### src/rtl/exc_unit.sv
// Exception unit: latches exception requests, takes the highest-priority
// eligible one into a nested EPC stack, and exposes the EPC/Status/Mask/Cause
// registers to move-to / move-from / eret instructions.
module exc_unit #(
    parameter int NUM_SRC    = 3,
    parameter int NEST_DEPTH = 2
) (
    input  logic               clk,
    input  logic               rst_n,
    input  logic               enable,
    input  logic [NUM_SRC-1:0] exp_src,
    input  logic [31:0]        inst,
    input  logic [31:0]        pc_in,
    input  logic [31:0]        din,
    output logic               is_eret,
    output logic               has_exp,
    output logic               ex_reg_write,
    output logic               exp_block,
    output logic [31:0]        pc_out,
    output logic [31:0]        dout
);

    // Depth counts 0..NEST_DEPTH (max 8) and is reported in a 4-bit field.
    localparam int DEPTH_W = 4;

    typedef enum logic [1:0] {
        SEL_EPC    = 2'b00,
        SEL_STATUS = 2'b01,
        SEL_MASK   = 2'b10,
        SEL_CAUSE  = 2'b11
    } sel_e;

    // Architectural state.
    logic [NUM_SRC-1:0] pending;
    logic [NUM_SRC-1:0] mask;
    logic [1:0]         status;     // [0] = EXL (block), [1] = nest-enable
    logic [4:0]         cause;
    logic [DEPTH_W-1:0] depth;
    logic [31:0]        stack [NEST_DEPTH];

    // Decoded controls.
    sel_e               sel;
    logic               sw_write;
    logic               eret_ev;
    logic               pop;
    logic [NUM_SRC-1:0] eligible;
    logic               take;
    logic [NUM_SRC-1:0] take_onehot;
    logic [4:0]         take_cause;
    logic [DEPTH_W-1:0] epc_idx;

    // Instruction fields this block does not decode.
    logic inst_unused;
    assign inst_unused = ^{inst[31:24], inst[22:13], inst[10:6]};

    assign is_eret      = (inst[5:0] == 6'b000110);
    assign ex_reg_write = !inst[23];
    assign sel          = sel_e'(inst[12:11]);
    // A move-to and an eret are mutually exclusive because they need
    // opposite values of inst[23].
    assign sw_write     = enable && !ex_reg_write;
    assign eret_ev      = enable && is_eret && ex_reg_write;
    assign pop          = eret_ev && (depth != '0);

    assign exp_block = (status[0] && !status[1]) ||
                       (depth == DEPTH_W'(NEST_DEPTH));
    assign eligible  = pending & mask;
    assign take      = (|eligible) && !exp_block && !eret_ev;

    // EPC software writes land on the top entry, or entry 0 when empty.
    assign epc_idx = (depth == '0) ? '0 : depth - DEPTH_W'(1);

    // Fixed-priority select: scanning high to low lets the lowest index win.
    always_comb begin
        // NOTE: every always_comb output gets a default first so no path
        // leaves it unassigned, which would otherwise infer a latch.
        take_onehot = '0;
        take_cause  = '0;
        for (int i = NUM_SRC - 1; i >= 0; i--) begin
            if (eligible[i]) begin
                take_onehot    = '0;
                take_onehot[i] = 1'b1;
                take_cause     = 5'(i + 1);
            end
        end
    end

    // Top-of-stack EPC, zero when nothing is stacked.
    always_comb begin
        pc_out = '0;
        for (int i = 0; i < NEST_DEPTH; i++) begin
            if ((depth != '0) && (DEPTH_W'(i) == depth - DEPTH_W'(1))) begin
                pc_out = stack[i];
            end
        end
    end

    // Register read mux.
    always_comb begin
        dout = '0;
        case (sel)
            SEL_EPC:    dout = pc_out;
            SEL_STATUS: dout = {20'b0, depth, 6'b0, status};
            SEL_MASK:   dout = 32'(mask);
            SEL_CAUSE:  dout = {27'b0, cause};
            default:    dout = '0;
        endcase
    end

    // Pending latch: a new request wins over clearing the bit being taken.
    always_ff @(posedge clk or negedge rst_n) begin
        // NOTE: sequential state uses non-blocking assignments so every
        // flop samples the pre-edge values regardless of statement order.
        if (!rst_n) begin
            pending <= '0;
        end else begin
            pending <= (pending & ~(take ? take_onehot : '0)) | exp_src;
        end
    end

    // Mask register: software writable, unaffected by takes.
    always_ff @(posedge clk or negedge rst_n) begin
        if (!rst_n) begin
            mask <= '0;
        end else if (sw_write && (sel == SEL_MASK)) begin
            mask <= din[NUM_SRC-1:0];
        end
    end

    // Status register: take sets EXL, the last eret clears it, software
    // writes only when no take is happening on the same edge.
    always_ff @(posedge clk or negedge rst_n) begin
        if (!rst_n) begin
            status <= '0;
        end else if (take) begin
            status[0] <= 1'b1;
        end else if (pop && (depth == DEPTH_W'(1))) begin
            status[0] <= 1'b0;
        end else if (sw_write && (sel == SEL_STATUS)) begin
            status <= din[1:0];
        end
    end

    // Cause register: hardware-only, records index+1 of the taken source.
    always_ff @(posedge clk or negedge rst_n) begin
        if (!rst_n) begin
            cause <= '0;
        end else if (take) begin
            cause <= take_cause;
        end
    end

    // Nesting depth: take and pop never coincide since eret blocks a take.
    always_ff @(posedge clk or negedge rst_n) begin
        if (!rst_n) begin
            depth <= '0;
        end else if (take) begin
            depth <= depth + DEPTH_W'(1);
        end else if (pop) begin
            depth <= depth - DEPTH_W'(1);
        end
    end

    // EPC stack: push on take, otherwise software may overwrite the top.
    always_ff @(posedge clk or negedge rst_n) begin
        if (!rst_n) begin
            // NOTE: the stack is a small flop array that must read as zero
            // after reset, so every entry is cleared here rather than left
            // as uninitialised RAM.
            for (int i = 0; i < NEST_DEPTH; i++) begin
                stack[i] <= '0;
            end
        end else begin
            for (int i = 0; i < NEST_DEPTH; i++) begin
                if (take && (DEPTH_W'(i) == depth)) begin
                    stack[i] <= pc_in;
                end else if (!take && sw_write && (sel == SEL_EPC) &&
                             (DEPTH_W'(i) == epc_idx)) begin
                    stack[i] <= din;
                end
            end
        end
    end

    // Exception-taken pulse, high for the cycle after a take.
    always_ff @(posedge clk or negedge rst_n) begin
        if (!rst_n) begin
            has_exp <= 1'b0;
        end else begin
            has_exp <= take;
        end
    end

endmodule

### config.mk
export PLATFORM = sky130hd
export DESIGN_NAME = exc_unit
export DESIGN_NICKNAME = d
export VERILOG_FILES = /design/src/rtl/exc_unit.sv
export SDC_FILE = /design/constraint.sdc
export NUM_CORES = 1
export LEC_CHECK = 0
export BUFFER_PORTS_ARGS = -buffer_cell sky130_fd_sc_hd__clkbuf_2
export CORE_UTILIZATION = 35
export CTS_BUF_LIST = sky130_fd_sc_hd__clkbuf_16
export DETAILED_ROUTE_END_ITERATION = 10
export PLACE_DENSITY = 0.66
export SLEW_MARGIN = 20
export SYNTH_ARGS = -nofsm -noshare
export SYNTH_HDL_FRONTEND = slang
export SYNTH_SLANG_ARGS = --single-unit
### constraint.sdc
create_clock -name clk -period 3 [get_ports clk]
set_input_delay 0.3 -clock clk [delete_from_list [all_inputs] [get_ports clk]]
set_output_delay 0.3 -clock clk [all_outputs]
set_load 0.1 [all_outputs]
; ---- Word level (Yosys, flattened, before mapping)
; Index checks and enable logic that the tools add are counted.
[totals]
in_bits = 102
regBits = 82
[op_classes]
eq_ne = 9
reduce_logical = 35
addsub = 2
bitwise_logic = 6
n_mux = 20
[op_table]
columns = operator, n
row1 = $mux W32, 6
row2 = $pmux W32 S4, 1
row3 = $logic_and A1 B1 Y1, 18
row4 = $eq A1 B4 Y1 const A, 3
row5 = $logic_not A4 Y1, 3
row6 = $mux W3, 4
row7 = $mux W4, 3
row8 = $and A3 B3 Y3, 2
row9 = $eq A6 B3 Y1 const B, 1
row10 = $mux W2, 3
row11 = $reduce_bool A2 Y1, 3
row12 = $logic_not A1 Y1, 5
row13 = $add A4 B1 Y4 const B, 1
row14 = $eq A2 B2 Y1 const B, 2
row15 = $eq A4 B1 Y1 const B, 1
row16 = $eq A4 B2 Y1 const B, 1
row17 = $reduce_bool A4 Y1, 1
row18 = $sub A4 B1 Y4 const B, 1
row19 = $mux W1, 3
row20 = $not A3 Y3, 1
row21 = $or A3 B3 Y3, 1
row22 = $reduce_and A3 Y1, 1
row23 = $reduce_bool A3 Y1, 1
row24 = $reduce_or A3 Y1, 1
row25 = 4 further kinds, 5

; ---- Depth between registers and ports, before layout
[logic_depth]
depth_word = 12
ltp_mapped = 10
depth_no_buf = 7

; ---- Worst setup path before layout
; Ideal clock, no wire load.
[synth_path]
path_type = register to output
start = register depth[0]
end = output port dout[31]
arrival_time_ns = 4.376
stages_incl_launch_ff = 10
t_required_ns = 2.700
path_slack_ns = -1.676
cell_sequence = dfrtp_1 -> buf_2 -> inv_1 -> ha_1 -> o21ba_2 -> a22oi_1 -> o21a_1 -> clkbuf_1 -> nor2_1 -> nor2b_1
[synth_between]
elab_chain_cells = 6
[synth_rtl]
columns = item, line
row1 = start: declaration, 38  ; logic [DEPTH_W-1:0] depth;
row2 = start signal: assignment, 158  ; depth <= depth + DEPTH_W'(1);
row3 = start signal: assignment, 160  ; depth <= depth - DEPTH_W'(1);
row4 = $sub A4 B1 Y4, 92  ; if ((depth != '0) && (DEPTH_W'(i) == depth - DEPTH_W'(1))) begin
row5 = $logic_not A4 Y1, 92
row6 = $logic_and A1 B1 Y1, 92
row7 = $mux W32, 92
row8 = $mux W32 *, 92
row9 = named net pc_out[31], 19  ; output logic [31:0] pc_out,
row10 = $pmux W32 S4 *, 101  ; case (sel)
row11 = end: declaration, 20  ; output logic [31:0] dout
; The timed path passes the listed nets; every way through them passes the cells marked *.

; ---- Final worst setup path
[layout_path]
start = register depth[1]
end = output port dout[0]
[layout_between]
elab_chain_cells = 6
[layout_rtl]
columns = item, line
row1 = $sub A4 B1 Y4, 92
row2 = $logic_not A4 Y1, 92
row3 = $logic_and A1 B1 Y1, 92
row4 = $mux W32, 92
row5 = $mux W32 *, 92
row6 = $pmux W32 S4 *, 101
; Every way passes the cells marked *; elsewhere a longest branch is shown, timed or not.

==> impl.org <==
** Floorplan
- Number of primary I/O pins :: 170
- Num rows :: 42
- The die is 120 um tall.
- In this run the horizontal extent of the chip is 120 um.
- The core region is 0.0133 mm2.
- Die area :: 0.0143 mm2
- Once the floorplan was initialized, standard cells occupied 36.2% of the core.

** STA
- Worst-case clock skew :: 0.00529 ns
- Setup TNS after final layout :: 0 ns
- For this run, the top clock speed supported by timing is 0.343 GHz.
- Relative max-transition margin :: 26.0%
- RSZ-0062 raised after global routing :: no
- At the pin with the least slew margin, the transition time is 1.11 ns.
- The count of final max-slew check failures came to 0.
- Tmin final :: 2.92 ns
- Final worst path period share :: 97.2%
- Across all hold checks on the routed design, the worst slack comes to 0.0100 ns.
- The worst path meets setup with 0.0826 ns of slack.
- Setup violations remaining at the end of the flow were counted as 0.
- Final-report hold violation count :: 0

** Worst setup path
- Type of the setup path with the least slack :: reg2out
- On the critical path, the stage with the largest delay is an instance of sky130_fd_sc_hd__mux4_2.
- Ordered cell list for the critical path :: inv_2, ha_2, o21ba_2, a22oi_2, o21a_4, nor2_2, mux4_2, buf_12
- Cell type group with the largest total delay on the critical path :: compound AO/OA/AOI/OAI gates
- Crit start category :: register
- Category of the worst setup path capture point :: output port
- Critical Path Sink :: dout[0]
- CP arrival :: 2.62 ns
- In this run the worst path has a maximum fanout of 10.
- Number of cells on the critical path :: 8
- Tracing the worst setup path back leads to its startpoint at depth[1]$_DFFE_PN0P_.
- In this run the critical register-to-register path is captured at stack[2]$_DFFE_PN0P_.
- On the worst path, the slowest cell contributes a delay of 0.52 ns.
- Endpoint required time on the critical path :: 2.70 ns
- Worst reg2reg path startpoint :: depth[1]$_DFFE_PN0P_
- R2R setup slack :: 0.25 ns
- Counting both buffers and inverters, the worst setup path holds a total of 2.
- Cell depth of the worst flop-to-flop path :: 7

** Layout
- Area growth from synthesis to final layout :: 59.9%
- Antenna Diode Count :: 0
- Once layout is complete, the utilization of the core stands at 57.9%.
- In the final layout, the share of cells above drive strength 1 is 40.5%.
- Post-route design area :: 0.00773 mm2
- Final net count :: 779
- The count of cells in the finished layout, fillers not included, comes to 852.

** Logic synthesis
- Summed over all instances, the cell type with the most area after synthesis is sky130_fd_sc_hd__dfrtp_1.
- Summing the areas of all compound-gate instances in the mapped netlist gives 26.6% of the synthesized area.
- Counting flops with an async set or reset pin after synthesis yields a share of 100%.
- Simple logic cell fraction of the synthesized area :: 23.3%
- Summing the areas of all xor and xnor instances in the mapped netlist gives 0.362% of the synthesized area.
- The number of nets handed over by synthesis was 644.
- Mean Syn Cell Area :: 9.02 um2
- For this run, the register share of the synthesized area comes to 40.9%.
- Combinational family with the most area after synthesis :: compound AO/OA/AOI/OAI gates
- Synth top cells by count :: sky130_fd_sc_hd__nand2_1, sky130_fd_sc_hd__dfrtp_1, sky130_fd_sc_hd__nand3_1
- In the post-synthesis netlist, the cell with the most instances is sky130_fd_sc_hd__nand2_1.
- Number of library cell types mapped by synthesis :: 54
- After Yosys synthesis, full adders, half adders and majority gates account for 1.55% of the synthesized area.
- Counting flops with a built-in enable in the synthesized netlist gives 0.
- Synthesized cell area :: 0.00483 mm2
- The portion of synthesized area spent on multiplexers is 2.07%.
- The cell count after synthesis came out at 536.
- Synthesis inferred 79 register bits.
- In the post-synthesis netlist, the biggest area contributors are sky130_fd_sc_hd__dfrtp_1, sky130_fd_sc_hd__nand2_1, sky130_fd_sc_hd__o221a_1.
- Area share of the largest cell type after synthesis :: 40.9%
- The Yosys step of the flow raised 0 warnings.
- Synth Flop Type :: sky130_fd_sc_hd__dfrtp_1

** Min path
- Type of the most critical hold path :: in2async

** Place
- Placed cell areas :: 0.00736 mm2
- Detailed-placement wirelength estimate :: 11300 um
- Count of input and output buffers :: 146
- Before CTS, the worst setup slack after placement is 0.0985 ns.
- After detailed placement, the design holds a cell count of 832.
- Routability Congestion :: 0.872

** Routing
- Detailed-routing iteration count for the pre-antenna-repair pass :: 5
- Routed length per instance :: 19.7 um
- Total Routed Length :: 16800 um
- Remaining number of nets flagged by the antenna check after routing :: 0
- Top routing layer in use :: met4
- The detailed router finished its first iteration with 410 violations.
- Routed met1 length :: 7150 um
- Average via count per standard cell :: 5.85
- Routed via count :: 4984
- DRC :: 0
- Met2 layer wire length in the routed design :: 8410 um
- The routed design uses 1020 um of met3 wire.

** Power and ir drop
- Maximum VDD drop :: 0.549 mV
- Power comes to 7.25 mW.
- Pleak :: 2.93 nW
- Power spread over the standard cell area amounts to 938 mW/mm2.

** Global route
- The number of global-route vias before repair was 5021.
- GRT Total Usage :: 24.1%
- Largest net degree at the start of global routing :: 80
- Global-route wire length before repair :: 27000 um
- Total overflow reported by the global router :: 0
- Number of antenna violations at the first check in global routing :: 0

** Clocking
- The number of hold buffers added after CTS was 0.
- Buffer cell driving the clock tree root :: sky130_fd_sc_hd__clkbuf_16
- The H-tree was split into 3 levels.
- CTS clock-pin slew for the worst setup and hold paths :: 0.06 ns
- Total clock sinks :: 79
- Counting the buffers created by CTS gives 9.
- Clock latency on the worst-skew pair, taken at its later pin, is 0.34 ns.
- Clock tree from TritonCTS :: yes
- The clock passes through at most 2 buffers.

** Job
- Max-cap check violation count :: 0

** Outcome
- Run status :: finished, final reports clean
## cells by family after synthesis
family	Yosys count
AO/OA/AOI/OAI	151
XOR/XNOR	2
adder cells (fa/ha/maj)	6
buffers and inverters	51
flip-flops	79
multiplexers	7
AND/OR/NAND/NOR	240
## how the worst min path moves through the flow
stage | start | cells past startpoint | slack, ns | end
after floorplan | rst_n | 0 | 0.004 | cause[0]$_DFFE_PN0P_
after CTS | exp_src[0] | 2 | 0.14 | pending[0]$_DFF_PN0_
after global placement | cause[1]$_DFFE_PN0P_ | 2 | 0.47 | cause[1]$_DFFE_PN0P_
after global routing | rst_n | 1 | 0.06 | stack[15]$_DFFE_PN0P_
after detailed placement | pending[2]$_DFF_PN0_ | 1 | 0.47 | pending[2]$_DFF_PN0_
final | rst_n | 1 | 0.01 | stack[15]$_DFFE_PN0P_
## cell type report
| type | instances | area [um2] |
|---|---|---|
| Clock buffer | 9 | 225 |
| Clock inverter | 7 | 86.3 |
| Fill cell | 1097 | 5620 |
| Inverter | 4 | 17.5 |
| Multi-Input combinational cell | 407 | 3280 |
| Sequential cell | 79 | 1980 |
| Tap cell | 176 | 220 |
| Timing Repair Buffer | 170 | 1930 |
## worst reg2reg max path, cell delays in order, from the launching register on
cell	delay, ns
sky130_fd_sc_hd__dfrtp_2	0.47
sky130_fd_sc_hd__inv_2	0.09
sky130_fd_sc_hd__ha_2	0.21
sky130_fd_sc_hd__o21ba_2	0.26
sky130_fd_sc_hd__o21ai_1	0.08
sky130_fd_sc_hd__a311oi_2	0.53
sky130_fd_sc_hd__a31oi_4	0.52
sky130_fd_sc_hd__a221o_1	0.47
## where the power goes
part	internal, mW	leakage, nW	switching (mW)
logic	1.54	1.81	2.68
clock network	0.723	0.155	0.439
registers	1.52	0.965	0.347
## routing by layer
| metal | vias to the layer above | track usage (%) |
|---|---|---|
| met5 | - | 0 |
| met4 | 0 | 7.34 |
| met3 | 12 | 4.33 |
| met2 | 216 | 40.9 |
| met1 | 2522 | 31.3 |
| li1 | 2234 | - |
## flip-flops by register name (all words and copies together), names as in the netlist
name	flops
cause	2
pending	3
mask	3
status	2
has_exp	1
depth	4
stack	64
## placed cells by master, fill, tap and decap left out, types with 3 or more instances in the layout
| cell | netlist | final |
|---|---|---|
| sky130_fd_sc_hd__or3_1 | 5 | 5 |
| sky130_fd_sc_hd__a21oi_4 | 0 | 19 |
| sky130_fd_sc_hd__a21o_1 | 5 | 5 |
| sky130_fd_sc_hd__a211oi_4 | 1 | 25 |
| sky130_fd_sc_hd__clkbuf_16 | 0 | 9 |
| sky130_fd_sc_hd__dfrtp_1 | 79 | 78 |
| sky130_fd_sc_hd__mux2_2 | 4 | 4 |
| sky130_fd_sc_hd__buf_12 | 0 | 67 |
| sky130_fd_sc_hd__nand2_1 | 130 | 130 |
| sky130_fd_sc_hd__a22oi_1 | 10 | 9 |
| sky130_fd_sc_hd__nor2_4 | 1 | 7 |
| sky130_fd_sc_hd__nor3_1 | 6 | 6 |
| sky130_fd_sc_hd__clkbuf_2 | 0 | 81 |
| sky130_fd_sc_hd__and2_1 | 32 | 32 |
| sky130_fd_sc_hd__ha_1 | 6 | 5 |
| sky130_fd_sc_hd__a21oi_2 | 0 | 10 |
| sky130_fd_sc_hd__a31oi_1 | 3 | 3 |
| sky130_fd_sc_hd__a21oi_1 | 32 | 3 |
| sky130_fd_sc_hd__nor2_1 | 16 | 7 |
| sky130_fd_sc_hd__nand3_1 | 33 | 33 |
| sky130_fd_sc_hd__buf_4 | 3 | 19 |
| sky130_fd_sc_hd__o221a_1 | 30 | 30 |
| sky130_fd_sc_hd__nor2_2 | 0 | 3 |
| sky130_fd_sc_hd__a221o_1 | 32 | 32 |
## repair_timing
item,CTS,global route
setup endpoints to repair,38,13
cloned,1,0
pin swaps,1,0
buffers inserted,3,0
resized for setup,4,4
No activity file was read; power rests on OpenSTA's default activity.
